===== src/rtl/oam_dma_ctrl.sv =====
// -----------------------------------------------------------------------------
// oam_dma_ctrl
//
// Sprite-attribute (OAM) DMA engine for a 6502-style bus. A CPU write to
// TRIGGER_ADDR latches a source page. The CPU is then halted while 256 bytes
// are copied from {page, 8'h00}..{page, 8'hFF} to OAM_DATA_ADDR. Each byte
// takes one READ cycle followed by one WRITE cycle.
//
// The bus alternates GET (parity 0) and PUT (parity 1) cycles, and every READ
// must fall on a GET cycle. After the single HALT cycle, an ALIGN cycle is
// inserted only when the next cycle would otherwise be a PUT. The CPU is
// therefore stopped for 513 or 514 cycles in total.
//
// Ports
//   CLK           in   CPU clock; one CLK is one bus cycle
//   RESET         in   synchronous, active-high reset
//   CPU_ADDR      in   [15:0] CPU address, snooped for TRIGGER_ADDR
//   CPU_DATA_OUT  in   [7:0]  CPU write data (page number on trigger)
//   CPU_RW_n      in   CPU direction: 1 = read, 0 = write
//   DATA_BUS      in   [7:0]  system read data, sampled at the end of READ
//   CPU_ENABLE    out  CPU clock enable; 1 only in IDLE
//   DMA_ACTIVE    out  1 while the DMA drives the bus (READ/WRITE)
//   DMA_ADDR      out  [15:0] DMA bus address, 0 when not active
//   DMA_RW_n      out  DMA direction: 1 = read, 0 = write
//   DMA_DATA_OUT  out  [7:0]  contents of the read-data latch
//   DMA_DONE      out  high only during the final WRITE cycle
// -----------------------------------------------------------------------------
module oam_dma_ctrl #(
  parameter logic [15:0] TRIGGER_ADDR  = 16'h4014,
  parameter logic [15:0] OAM_DATA_ADDR = 16'h2004
) (
  input  logic        CLK,
  input  logic        RESET,
  input  logic [15:0] CPU_ADDR,
  input  logic [7:0]  CPU_DATA_OUT,
  input  logic        CPU_RW_n,
  input  logic [7:0]  DATA_BUS,
  output logic        CPU_ENABLE,
  output logic        DMA_ACTIVE,
  output logic [15:0] DMA_ADDR,
  output logic        DMA_RW_n,
  output logic [7:0]  DMA_DATA_OUT,
  output logic        DMA_DONE
);

  typedef enum logic [2:0] {
    IDLE,
    HALT,
    ALIGN,
    READ,
    WRITE
  } state_t;

  state_t     state_q;
  state_t     state_d;
  logic       parity_q;   // 0 = GET, 1 = PUT for the current cycle
  logic [7:0] page_q;
  logic [7:0] index_q;
  logic [7:0] latch_q;
  logic       trigger;
  logic       last_byte;

  // CPU_ENABLE is high exactly in IDLE, so the IDLE test stands in for it.
  // This keeps the trigger independent of the output decode below.
  assign trigger = (state_q == IDLE) && !CPU_RW_n && (CPU_ADDR == TRIGGER_ADDR);

  assign last_byte = (index_q == 8'hFF);

  // The data output always shows the latch, whether or not the DMA is active.
  assign DMA_DATA_OUT = latch_q;

  // NOTE: every flop is updated with <= so that all registers sample the
  // pre-edge values regardless of statement order.
  always_ff @(posedge CLK) begin
    if (RESET) begin
      state_q <= IDLE;
    end else begin
      state_q <= state_d;
    end
  end

  always_ff @(posedge CLK) begin
    if (RESET) begin
      parity_q <= 1'b0;
      page_q   <= 8'h00;
      index_q  <= 8'h00;
      latch_q  <= 8'h00;
    end else begin
      parity_q <= ~parity_q;
      if (trigger) begin
        page_q  <= CPU_DATA_OUT;
        index_q <= 8'h00;
      end
      if (state_q == READ) begin
        latch_q <= DATA_BUS;
      end
      if (state_q == WRITE) begin
        index_q <= index_q + 8'd1;
      end
    end
  end

  // NOTE: every signal written here gets a default first, so no path through
  // the case can leave one unassigned and infer a latch.
  always_comb begin
    state_d    = state_q;
    CPU_ENABLE = 1'b0;
    DMA_ACTIVE = 1'b0;
    DMA_ADDR   = 16'h0000;
    DMA_RW_n   = 1'b1;
    DMA_DONE   = 1'b0;

    case (state_q)
      IDLE: begin
        CPU_ENABLE = 1'b1;
        if (trigger) begin
          state_d = HALT;
        end
      end

      // If this cycle is a PUT, the next one is a GET and reading can start.
      // Otherwise, one ALIGN cycle is spent first.
      HALT: begin
        state_d = parity_q ? READ : ALIGN;
      end

      ALIGN: begin
        state_d = READ;
      end

      READ: begin
        DMA_ACTIVE = 1'b1;
        DMA_ADDR   = {page_q, index_q};
        state_d    = WRITE;
      end

      WRITE: begin
        DMA_ACTIVE = 1'b1;
        DMA_ADDR   = OAM_DATA_ADDR;
        DMA_RW_n   = 1'b0;
        DMA_DONE   = last_byte;
        state_d    = last_byte ? IDLE : READ;
      end

      default: begin
        state_d = IDLE;
      end
    endcase
  end

endmodule


===== config.mk =====
export PLATFORM = sky130hd
export DESIGN_NAME = oam_dma_ctrl
export DESIGN_NICKNAME = d
export VERILOG_FILES = /design/src/rtl/oam_dma_ctrl.sv
export SDC_FILE = /design/constraint.sdc
export NUM_CORES = 1
export LEC_CHECK = 0
export BUFFER_PORTS_ARGS = -buffer_cell sky130_fd_sc_hd__buf_2
export CORE_MARGIN = 5
export CORE_UTILIZATION = 48
export CTS_BUF_LIST = sky130_fd_sc_hd__clkbuf_8
export DETAILED_ROUTE_END_ITERATION = 10
export PLACE_DENSITY = 0.91
export SLEW_MARGIN = 20
export SYNTH_ARGS = -nofsm -noshare
export SYNTH_HDL_FRONTEND = slang
export SYNTH_SLANG_ARGS = --single-unit

===== constraint.sdc =====
create_clock -name CLK -period 2 [get_ports CLK]
set_input_delay 0.4 -clock CLK [delete_from_list [all_inputs] [get_ports CLK]]
set_output_delay 0.4 -clock CLK [all_outputs]
set_load 0.01 [all_outputs]

* Yosys cells after proc, flatten, opt, wreduce, memory -nomap -nowiden
Cells that the tools add are included.
Operators by class: add/subtract/negate cells 1, equal/unequal tests 7, muxes and demuxes 11, bitwise operators 1, reduce and logical (&&, ||, !) cells 6
Operator list (number):
- $pmux 16 s2 | 1
- $eq 16x15->1 const B | 1
- $mux 8 | 2
- $pmux 3 s5 | 1
- $add 8x1->8 const B | 1
- $eq 8x8->1 const B | 1
- $eq 3x2->1 const B | 2
- $mux 1 | 5
- $eq 3x1->1 const B | 1
- $eq 3x3->1 const B | 1
- $logic_not 3->1 | 1
- $mux 3 | 1
- $logic_and 1x1->1 | 2
- $mux 2 | 1
- $ne 2x2->1 const B | 1
- $reduce_bool 2->1 | 1
- $reduce_or 2->1 | 1
- $logic_not 1->1 | 1
- $not 1->1 | 1
Word-level totals: register bits 28, bits of input ports 35, output and inout bits 28

* Depth between registers and ports, before layout
Gate-level depths: netlist of the first run.
word-level depth 5, gate-level depth with buffers 6, mapped depth without buffers 5

* Worst setup path before layout of the first run
No wires, ideal clock.
kind register -> output, start point register state_q[1], end point output DMA_DONE, arrival 1489 ps, required time 1600 ps, slack 111 ps, stages on the path, launching flop included 6, cell sequence dfxtp_1 > clkbuf_1 > nor3b_4 > inv_2 > buf_6 > nor4_1
Between the ends: longest elaborated chain between the ends 2
Ends and longest elaborated chain:
- start: declaration | line 54 | state_t state_q;
- start signal: assignment | line 78 | state_q <= state_d;
- $eq 3x3->1 | line 113 | case (state_q)
- $mux 1 | line 113
- end: declaration | line 43 | output logic DMA_DONE
Every way passes these cells.

* Worst setup path after layout of the first run
start point register index_q[0], end point output DMA_DONE
Between the ends: longest elaborated chain between the ends 2
Ends and longest elaborated chain:
- start: declaration | line 58 | logic [7:0] index_q;
- start signal: assignment | line 98 | index_q <= index_q + 8'd1;
- $eq 8x8->1 | line 67 | assign last_byte = (index_q == 8'hFF);
- $mux 1 | line 113
Every way passes these cells.

==> results of run 1 <==
-- logic make-up (layout without fill, tap and decap cells) --
kind of cell,Yosys count,after routing,share of synthesized area (%)
buffers and inverters,14,76,5.16
adders and majority gates,1,1,0.890
xor gates and xnor gates,2,2,1.25
DFF,28,28,39.9
and+or+nand+nor,79,79,30.9
AOI/OAI and AO/OA,48,48,22.0
-- state kept, by name, summed over array words and instances (netlist names) --
register      flops
parity_q          1
index_q           8
DMA_DATA_OUT      8
page_q            8
state_q           3
-- worst register-to-register path: cells and delay by family, from the launching register on --
family | cells | cell delay, ns
and+or+nand+nor | 3 | 0.81
DFF | 1 | 0.38
buffers and inverters | 1 | 0.24
AOI/OAI and AO/OA | 1 | 0.17
-- layer usage --
metal | vias to the layer above | wire length, µm
met2 | 53 | 1720
met1 | 660 | 1530
met3 | 4 | 264
met4 | 0 | 27
met5 | - | 0
li1 | 728 | -
-- worst paths after layout --
check | from | end | slack [ns] | depth (start not counted)
setup / recovery | index_q[0]$_SDFFE_PP0P_ | DMA_DONE | 0.12 | 4
hold / removal | RESET | parity_q$_SDFF_PP0_ | 0.32 | 2
setup reg to reg | state_q[0]$_SDFFE_PP0P_ | state_q[0]$_SDFFE_PP0P_ | 0.35 | 5
hold reg to reg | parity_q$_SDFF_PP0_ | parity_q$_SDFF_PP0_ | 0.42 | 1
-- cell type report --
cell class	count	area, µm²	share of cell area (%)
clock buffers	3	41.3	2.25
well taps	31	38.8	2.11
multi-input cells	130	782	42.6
repair buffers	70	370	20.2
flip-flops and latches	28	564	30.8
clock inverters	1	30.0	1.64
inverters	2	7.51	0.409
-- placed cells by master, fill, tap and decap left out, types with 3 or more instances in the layout --
master	Yosys	final
buf_2	1	62
nand2_1	28	28
dfxtp_1	28	25
a21oi_1	20	20
and2_1	14	14
nand3_1	11	11
o21ai_0	10	10
nor2_1	9	9
buf_4	1	8
a311oi_1	3	3
and3_1	3	3
clkbuf_8	0	3
dfxtp_2	0	3
-- power by group through the flow --
stage                     combinational (mW)  sequential [mW]  clock (mW)
after floorplan                        0.165            0.594           0
after global placement                 0.196            0.628           0
after detailed placement               0.200            0.629           0
after CTS                              0.202            0.616       0.447
after global routing                   0.228            0.624       0.466
final                                  0.202            0.620       0.438
-- timing repair --
| action | 4_1_cts | 5_1_grt |
|---|---|---|
| resized for setup | 0 | 5 |
| buffers inserted | 0 | 0 |
| setup endpoints to repair | 0 | 17 |
-- stage by stage --
step / power [mW] / cell area [µm²] / hold slack [ns] / instances / setup WS, ns
6_report: 1.26 / 1830 / 0.324 / 265 / 0.118
5_1_grt: 1.32 / 1830 / 0.335 / 265 / 0.0137
4_1_cts: 1.26 / 1820 / 0.317 / 265 / 0.0147
3_5_place_dp: 0.829 / 1750 / 0.413 / 261 / 0.0424
3_3_place_gp: 0.825 / 1750 / 0.403 / 261 / 0.0715
2_1_floorplan: 0.759 / 1410 / 0.394 / 172 / 0.111
==> run metrics, run 1 <==
outcome finished, final reports clean; Clk pwr share 34.8%; hold buffers post-CTS 0; Rel. slew slack 78.1%; asr flop ratio synth 0%; Hold Fails Final Rpt 0; Routed Antenna Nets 0; crit-path max FO 5; Mean Syn Cell Area 8.18 µm²; row count 19; switching share of power 24.8%; DP HPWL 2650 µm; Root Buffer clkbuf_8; Seq/Total Area, Yosys 39.9%; number of max-cap violations 0; CTS H-tree lvls 1; Core Area 2780 µm²; Clk pin slew, worst setup/hold paths around 0.090 ns; Synth-to-Final Area Change 30.4%; VDD IR max 0.532 mV; final period utilization 94.1%; routed via count between 1000 and 1500; CTS buffer count 3; endpoint class of the critical path output port; Logic pwr share 16.0%; final worst path period need 1.88 ns; CP top delay family simple AND/OR/NAND/NOR gates; die area 4110 µm²; Worst-Margin Slew ~0.33 ns; final core area utilization 65.9%; GRT met3 Usage 2.63%; Final nets 271; top cells by instance count after synthesis 28 x dfxtp_1, 28 x nand2_1, 20 x a21oi_1, 14 x and2_1, 11 x nand3_1; Die Span Y about 64 µm; ant diodes 0; critical path's slowest cell dfxtp_2; initial core utilization 50.6%; Internal roughly 950 µW; largest net degree at the start of global routing 27; Main synth FF type dfxtp_1; Critical Path RT 1.60 ns; clock sinks 28; GR peak layer met2; Clk Latency, worst-skew pair 0.27 ns; Post-synth EDFFs 0; CP Launch Type register; number of synthesized register bits 28; RSZ-0062 raised after global routing no; initial drt markers 49; largest cells by area after synthesis dfxtp_1 40%, nand2_1 7.5%, a21oi_1 7.1%; crit-path max cell delay 0.39 ns; routability cong. 0.769; CP Buf/Inv Count 1; Mapped Nets approximately 210; fin. max-slew vios 0; post-synth top area cell dfxtp_1; IO Pins between 60 and 70; Setup Skew 0.00388 ns; Buffers on Ports 62; total global routing overflow 0; LEAKAGE 0.823 nW; share of cells above drive strength 1 about two fifths; f_max 0.531 GHz; DRC Markers 0; antenna violations before repair 0; Seq pwr share 49.2%; TritonCTS clock tree done; Clock Path Buffers 2; top-area cell type share of the netlist area about two fifths; Hold Path Class input port to register; die width approximately 64 µm; Worst EP arrival 1.48 ns; DR WL/cell about 13 µm; synthesized cell area 1410 µm²; CP cell instances ha_2 -> nand3_1 -> nor4_2 -> buf_2; first-pass GRT wire length 5910 µm; vias in the first global route 1404; M1 GR Usage 21.2%; Mapped Cells ~170; Total Routing Usage GR between 10% and 20%; Sw Pwr 313 µW; met2 Resource Use GR 30.2%; Netlist cell types 42; post-route setup TNS 0 ns; Setup Viol. Count Final 0; yosys warns 0; pwr dens 687 nW/µm²; FILL cells 258; Routed WL 3540 µm; DR vias/cell roughly 5.5; Setup CP Type register to output port; router iterations before antenna repair 4
No activity file was read; power rests on OpenSTA's default activity.
==> inputs of run 2 (changes only) <==
--- a/config.mk
+++ b/config.mk
@@ -6,6 +6,7 @@
 export NUM_CORES = 1
 export LEC_CHECK = 0
 export BUFFER_PORTS_ARGS = -buffer_cell sky130_fd_sc_hd__buf_2
+export CAP_MARGIN = 5
 export CORE_MARGIN = 5
 export CORE_UTILIZATION = 48
 export CTS_BUF_LIST = sky130_fd_sc_hd__clkbuf_8
==> constraint.sdc (replaced) <==
create_clock -name CLK -period 2 [get_ports CLK]
set_input_delay 0.1 -clock CLK [delete_from_list [all_inputs] [get_ports CLK]]
set_output_delay 0.1 -clock CLK [all_outputs]
set_load 0.01 [all_outputs]
==> run metrics, run 2 (synthesized netlist as in run 1, its figures left out) <==
CTS H-tree lvls 1 (unchanged); Clk Latency, worst-skew pair 0.27 ns (about the same); Synth-to-Final Area Change 28.5% (was 30.4%); final period utilization 87.4% (was 94.1%); number of max-cap violations 0 (unchanged); fin. max-slew vios 0 (unchanged); Critical Path RT 1.90 ns (was 1.60 ns); Clock Path Buffers 2 (unchanged); Setup Viol. Count Final 0 (unchanged); DRC Markers 0 (unchanged); vias in the first global route 1300 (was 1404); FILL cells 237 (was 258); antenna violations before repair 0 (unchanged); Routed Antenna Nets 0 (unchanged); endpoint class of the critical path output port (unchanged); Final nets 269 (was 271); DP HPWL 2680 µm (was 2650 µm); commonest cells after routing, fill and taps aside 62 x buf_2, 28 x dfxtp_1, 28 x nand2_1 (was 62 x buf_2, 28 x nand2_1, 25 x dfxtp_1); final worst path period need 1.75 ns (was 1.88 ns); Clk pin slew, worst setup/hold paths 0.09 ns (about the same); crit path from state_q[2]$_SDFFE_PP0P_ (was index_q[0]$_SDFFE_PP0P_); initial core utilization 50.6% (unchanged); die width 64.1 µm (unchanged); PostCTS Resize Cnt 0 (unchanged); Rel. slew slack 59.7% (was 78.1%); die area 4110 µm² (unchanged); initial drt markers 63 (was 49); first-pass GRT wire length 5510 µm (was 5910 µm); Core Area 2780 µm² (unchanged); crit-path max FO 12 (was 5); VDD IR max 0.581 mV (was 0.532 mV); RSZ-0062 raised after global routing no (unchanged); Root Buffer clkbuf_8 (unchanged); ant diodes 0 (unchanged); setup repair bufs after CTS 0 (unchanged); f_max 0.572 GHz (was 0.531 GHz); total global routing overflow 0 (unchanged); Hold Fails Final Rpt 0 (unchanged); Hold Crit Start DATA_BUS[4] (was RESET); Setup Skew 0.00319 ns (was 0.00388 ns); row count 19 (unchanged); Die Span Y 64.1 µm (unchanged); DR WL/cell 13.0 µm (was 13.4 µm); Hold Path Class input port to register (unchanged); outcome finished, final reports clean (unchanged); Setup CP Type register to output port (unchanged); routability cong. 0.790 (was 0.769); commonest non-fill, non-tap cell in the layout buf_2 (unchanged); LEAKAGE 0.816 nW (was 0.823 nW); pwr dens 695 nW/µm² (was 687 nW/µm²); Routed WL 3420 µm (was 3540 µm); largest net degree at the start of global routing 18 (was 27); hold buffers post-CTS 0 (unchanged); DR vias/cell 5.40 (was 5.45); Buffers on Ports 62 (unchanged); TritonCTS clock tree done (unchanged); Worst-Margin Slew 0.602 ns (was 0.329 ns); post-route setup TNS 0 ns (unchanged); Total Routing Usage GR 16.0% (was 17.1%); share of cells above drive strength 1 35.3% (was 38.0%); CTS buffer count 3 (unchanged); final worst slack 0.253 ns (was 0.118 ns); IO Pins 63 (unchanged); router iterations before antenna repair 4 (unchanged); clock sinks 28 (unchanged); r2r worst-path depth 4 (was 5); routed via count 1421 (was 1445); worst r2r src state_q[0]$_SDFFE_PP0P_ (unchanged); hold path depth 3 (was 2); dpl ws 0.338 ns (was 0.0424 ns); Worst EP arrival 1.65 ns (was 1.48 ns); CP Launch Type register (unchanged)
run 2: cell types whose count changed in the layout (fill, tap and decap cells not counted), sizes merged:
| cell | previous run | this run |
|---|---|---|
| buf | 70 | 68 |
run 2: final cells by class:
cell class | instances | area [µm²] | area share, %
well taps | 31 | 38.8 | 2.15
multi-input cells | 130 | 773 | 42.8
flip-flops and latches | 28 | 561 | 31.0
inverters | 2 | 7.51 | 0.416
repair buffers | 68 | 355 | 19.7
clock buffers | 3 | 41.3 | 2.29
clock inverters | 1 | 30.0 | 1.66
run 2: worst paths after layout:
| check | slack [ns] | endpoint |
|---|---|---|
| worst min-delay path | 0.05 | DMA_DATA_OUT[4]$_SDFFE_PP0N_ |
| worst min register to register | 0.42 | parity_q$_SDFF_PP0_ |
| worst max register to register | 0.31 | index_q[6]$_SDFFE_PP0P_ |
| worst max-delay path | 0.25 | DMA_DONE |
run 2: metal layers:
layer	vias to the layer above	GRT usage (%)	share of wire, %
met4	0	4.58	0.56
met3	2	4.73	8.5
li1	730	-	-
met5	-	0	0
met2	48	28.1	49
met1	641	18.8	41
run 2: report_power, final:
| part | total (mW) | switching [mW] | internal (mW) | leakage, nW |
|---|---|---|---|---|
| combinational | 0.200 | 0.104 | 0.0962 | 0.555 |
| clock | 0.442 | 0.174 | 0.268 | 0.0357 |
| sequential | 0.614 | 0.0382 | 0.576 | 0.226 |
| total | 1.26 | 0.315 | 0.940 | 0.816 |
run 2: critical path, cell delays in order, from the launching register on:
cell and delay [ns]:
dfxtp_1 0.43, nor3b_4 0.33, inv_2 0.18, nor4_1 0.28, buf_2 0.17
run 2: stage by stage:
| step | hold WS (ns) | power [mW] | std cells | area (µm²) | util [%] |
|---|---|---|---|---|---|
| 5_1_grt | 0.0589 | 1.31 | 263 | 1810 | 65.0 |
| 6_report | 0.0487 | 1.26 | 263 | 1810 | 65.0 |
| 2_1_floorplan | 0.236 | 0.759 | 172 | 1410 | - |
| 3_3_place_gp | 0.342 | 0.822 | 259 | 1740 | 62.4 |
| 3_5_place_dp | 0.348 | 0.828 | 259 | 1740 | 62.4 |
| 4_1_cts | 0.0494 | 1.27 | 263 | 1810 | 65.0 |
==> inputs of run 3 (changes only) <==
--- a/config.mk
+++ b/config.mk
@@ -12,6 +12,7 @@
 export CTS_BUF_LIST = sky130_fd_sc_hd__clkbuf_8
 export DETAILED_ROUTE_END_ITERATION = 10
 export PLACE_DENSITY = 0.91
+export REMOVE_ABC_BUFFERS = 1
 export SLEW_MARGIN = 20
 export SYNTH_ARGS = -nofsm -noshare
 export SYNTH_HDL_FRONTEND = slang
==> run metrics, run 3 (synthesized netlist as in run 1, its figures left out) <==
ant diodes 0 (unchanged); Setup Viol. Count Final 0 (unchanged); Final nets 269 (unchanged); post-route setup TNS 0 ns (unchanged); final worst path period need 1.80 ns (was 1.75 ns); Core Area 2780 µm² (unchanged); CP Buf/Inv Count 0 (was 2); critical path's slowest cell dfxtp_1 (unchanged); IO Pins 63 (unchanged); crit-path max FO 13 (was 12); RSZ-0062 raised after global routing no (unchanged); Worst EP arrival 1.94 ns (was 1.65 ns); VDD IR max 0.470 mV (was 0.581 mV); Rel. slew slack 57.6% (was 59.7%); Setup CP Type register to register (was register to output port); met1 WL 1520 µm (was 1420 µm); pwr dens 653 nW/µm² (was 695 nW/µm²); TritonCTS clock tree done (unchanged); DR WL/cell 14.3 µm (was 13.0 µm); LEAKAGE 0.810 nW (was 0.816 nW); die width 64.1 µm (unchanged); CTS buffer count 3 (unchanged); DR top layer met4 (unchanged); endpoint class of the critical path register (was output port); Clk Latency, worst-skew pair 0.27 ns (about the same); final worst slack 0.201 ns (was 0.253 ns); Die Span Y 64.1 µm (unchanged); PostCTS Resize Cnt 0 (unchanged); share of cells above drive strength 1 35.3% (unchanged); clock sinks 28 (unchanged); number of max-cap violations 0 (unchanged); f_max 0.556 GHz (was 0.572 GHz); Worst-Margin Slew 0.630 ns (was 0.602 ns); routed via count 1458 (was 1421); initial drt markers 49 (was 63); router iterations before antenna repair 4 (unchanged); total global routing overflow 0 (unchanged); dpl ws 0.292 ns (was 0.338 ns); initial core utilization 50.6% (unchanged); met3 routed WL 217 µm (was 289 µm); antenna violations before repair 0 (unchanged); Total Routing Usage GR 17.0% (was 16.0%); Hold Fails Final Rpt 0 (unchanged); final period utilization 90.0% (was 87.4%); commonest cells after routing, fill and taps aside 62 x buf_2, 28 x dfxtp_1, 28 x nand2_1 (unchanged); routability cong. 0.851 (was 0.790); commonest non-fill, non-tap cell in the layout buf_2 (unchanged); Routed Antenna Nets 0 (unchanged); Critical Path RT 2.14 ns (was 1.90 ns); Routed WL 3760 µm (was 3420 µm); outcome finished, final reports clean (unchanged); CP Launch Type register (unchanged); crit-path max cell delay 0.41 ns (was 0.43 ns); die area 4110 µm² (unchanged); DR vias/cell 5.54 (was 5.40); routed wl met2 1950 µm (was 1690 µm); largest net degree at the start of global routing 30 (was 18); fin. max-slew vios 0 (unchanged); hold buffers post-CTS 0 (unchanged); Hold Path Class input port to register (unchanged); Clock Path Buffers 2 (unchanged); Root Buffer clkbuf_8 (unchanged); CP cell instances nor3_2 -> nand2_1 -> o21ai_2 -> a311oi_1 (was nor3b_4 -> inv_2 -> nor4_1 -> buf_2); Clk pin slew, worst setup/hold paths 0.09 ns (about the same); Buffers on Ports 62 (unchanged); Synth-to-Final Area Change 27.3% (was 28.5%); Hold WS 0.0560 ns (was 0.0487 ns); DP HPWL 2590 µm (was 2680 µm); CP top delay family simple AND/OR/NAND/NOR gates (unchanged); DRC Markers 0 (unchanged); row count 19 (unchanged); Setup Skew 0.000960 ns (was 0.00319 ns); first-pass GRT wire length 5870 µm (was 5510 µm); vias in the first global route 1325 (was 1300); CTS H-tree lvls 1 (unchanged)
[run 3: cell count changes in the layout (fill, tap and decap cells not counted)]
cell	before	now
clkbuf_8	3	4
bufinv_16	1	0
[run 3: metal layers]
| layer | up-vias | GRT usage (%) |
|---|---|---|
| met4 | 0 | 6.11 |
| met2 | 44 | 29.9 |
| li1 | 727 | - |
| met1 | 677 | 20.6 |
| met3 | 10 | 3.15 |
| met5 | - | 0 |
[run 3: where the power goes]
part           leakage (nW)  internal, mW  switching, mW  total, mW
Sequential            0.226         0.576         0.0407      0.617
Combinational         0.556        0.0943          0.112      0.206
Clock                0.0288         0.176          0.171      0.347
Total                 0.810         0.847          0.323       1.17
[run 3: stage by stage]
stage	utilization [%]	total power, mW	std cells	instance area (µm²)
final	64.4	1.17	263	1790
after global routing	64.4	1.21	263	1790
after CTS	63.6	1.17	260	1770
after detailed placement	61.6	0.823	256	1710
after global placement	61.6	0.815	256	1710
after floorplan	-	0.739	160	1340
[run 3: final cells by class]
type	count	area, µm²
fill	247	991
inverter	2	7.51
timing repair buffer	68	355
multi-input combinational	130	773
sequential	28	561
tap	31	38.8
clock buffer	4	55.1
[run 3: what timing repair did]
item | in CTS | in global routing
buffers inserted | 0 | 3
endpoints found under the setup margin | 0 | 1
endpoints found under the hold margin | 0 | 0
[run 3: final timing paths]
path | slack (ns) | to | cells past startpoint | from
max | 0.20 | index_q[7]$_SDFFE_PP0P_ | 4 | state_q[0]$_SDFFE_PP0P_
min reg2reg | 0.43 | parity_q$_SDFF_PP0_ | 1 | parity_q$_SDFF_PP0_
min | 0.06 | DMA_DATA_OUT[1]$_SDFFE_PP0N_ | 3 | DATA_BUS[1]
max reg2reg | 0.20 | index_q[7]$_SDFFE_PP0P_ | 4 | state_q[0]$_SDFFE_PP0P_
[run 3: worst reg2reg max path, cell delays in order, from the launching register on]
cell,delay (ns)
dfxtp_1,0.41
nor3_2,0.38
nand2_1,0.36
o21ai_2,0.37
a311oi_1,0.15
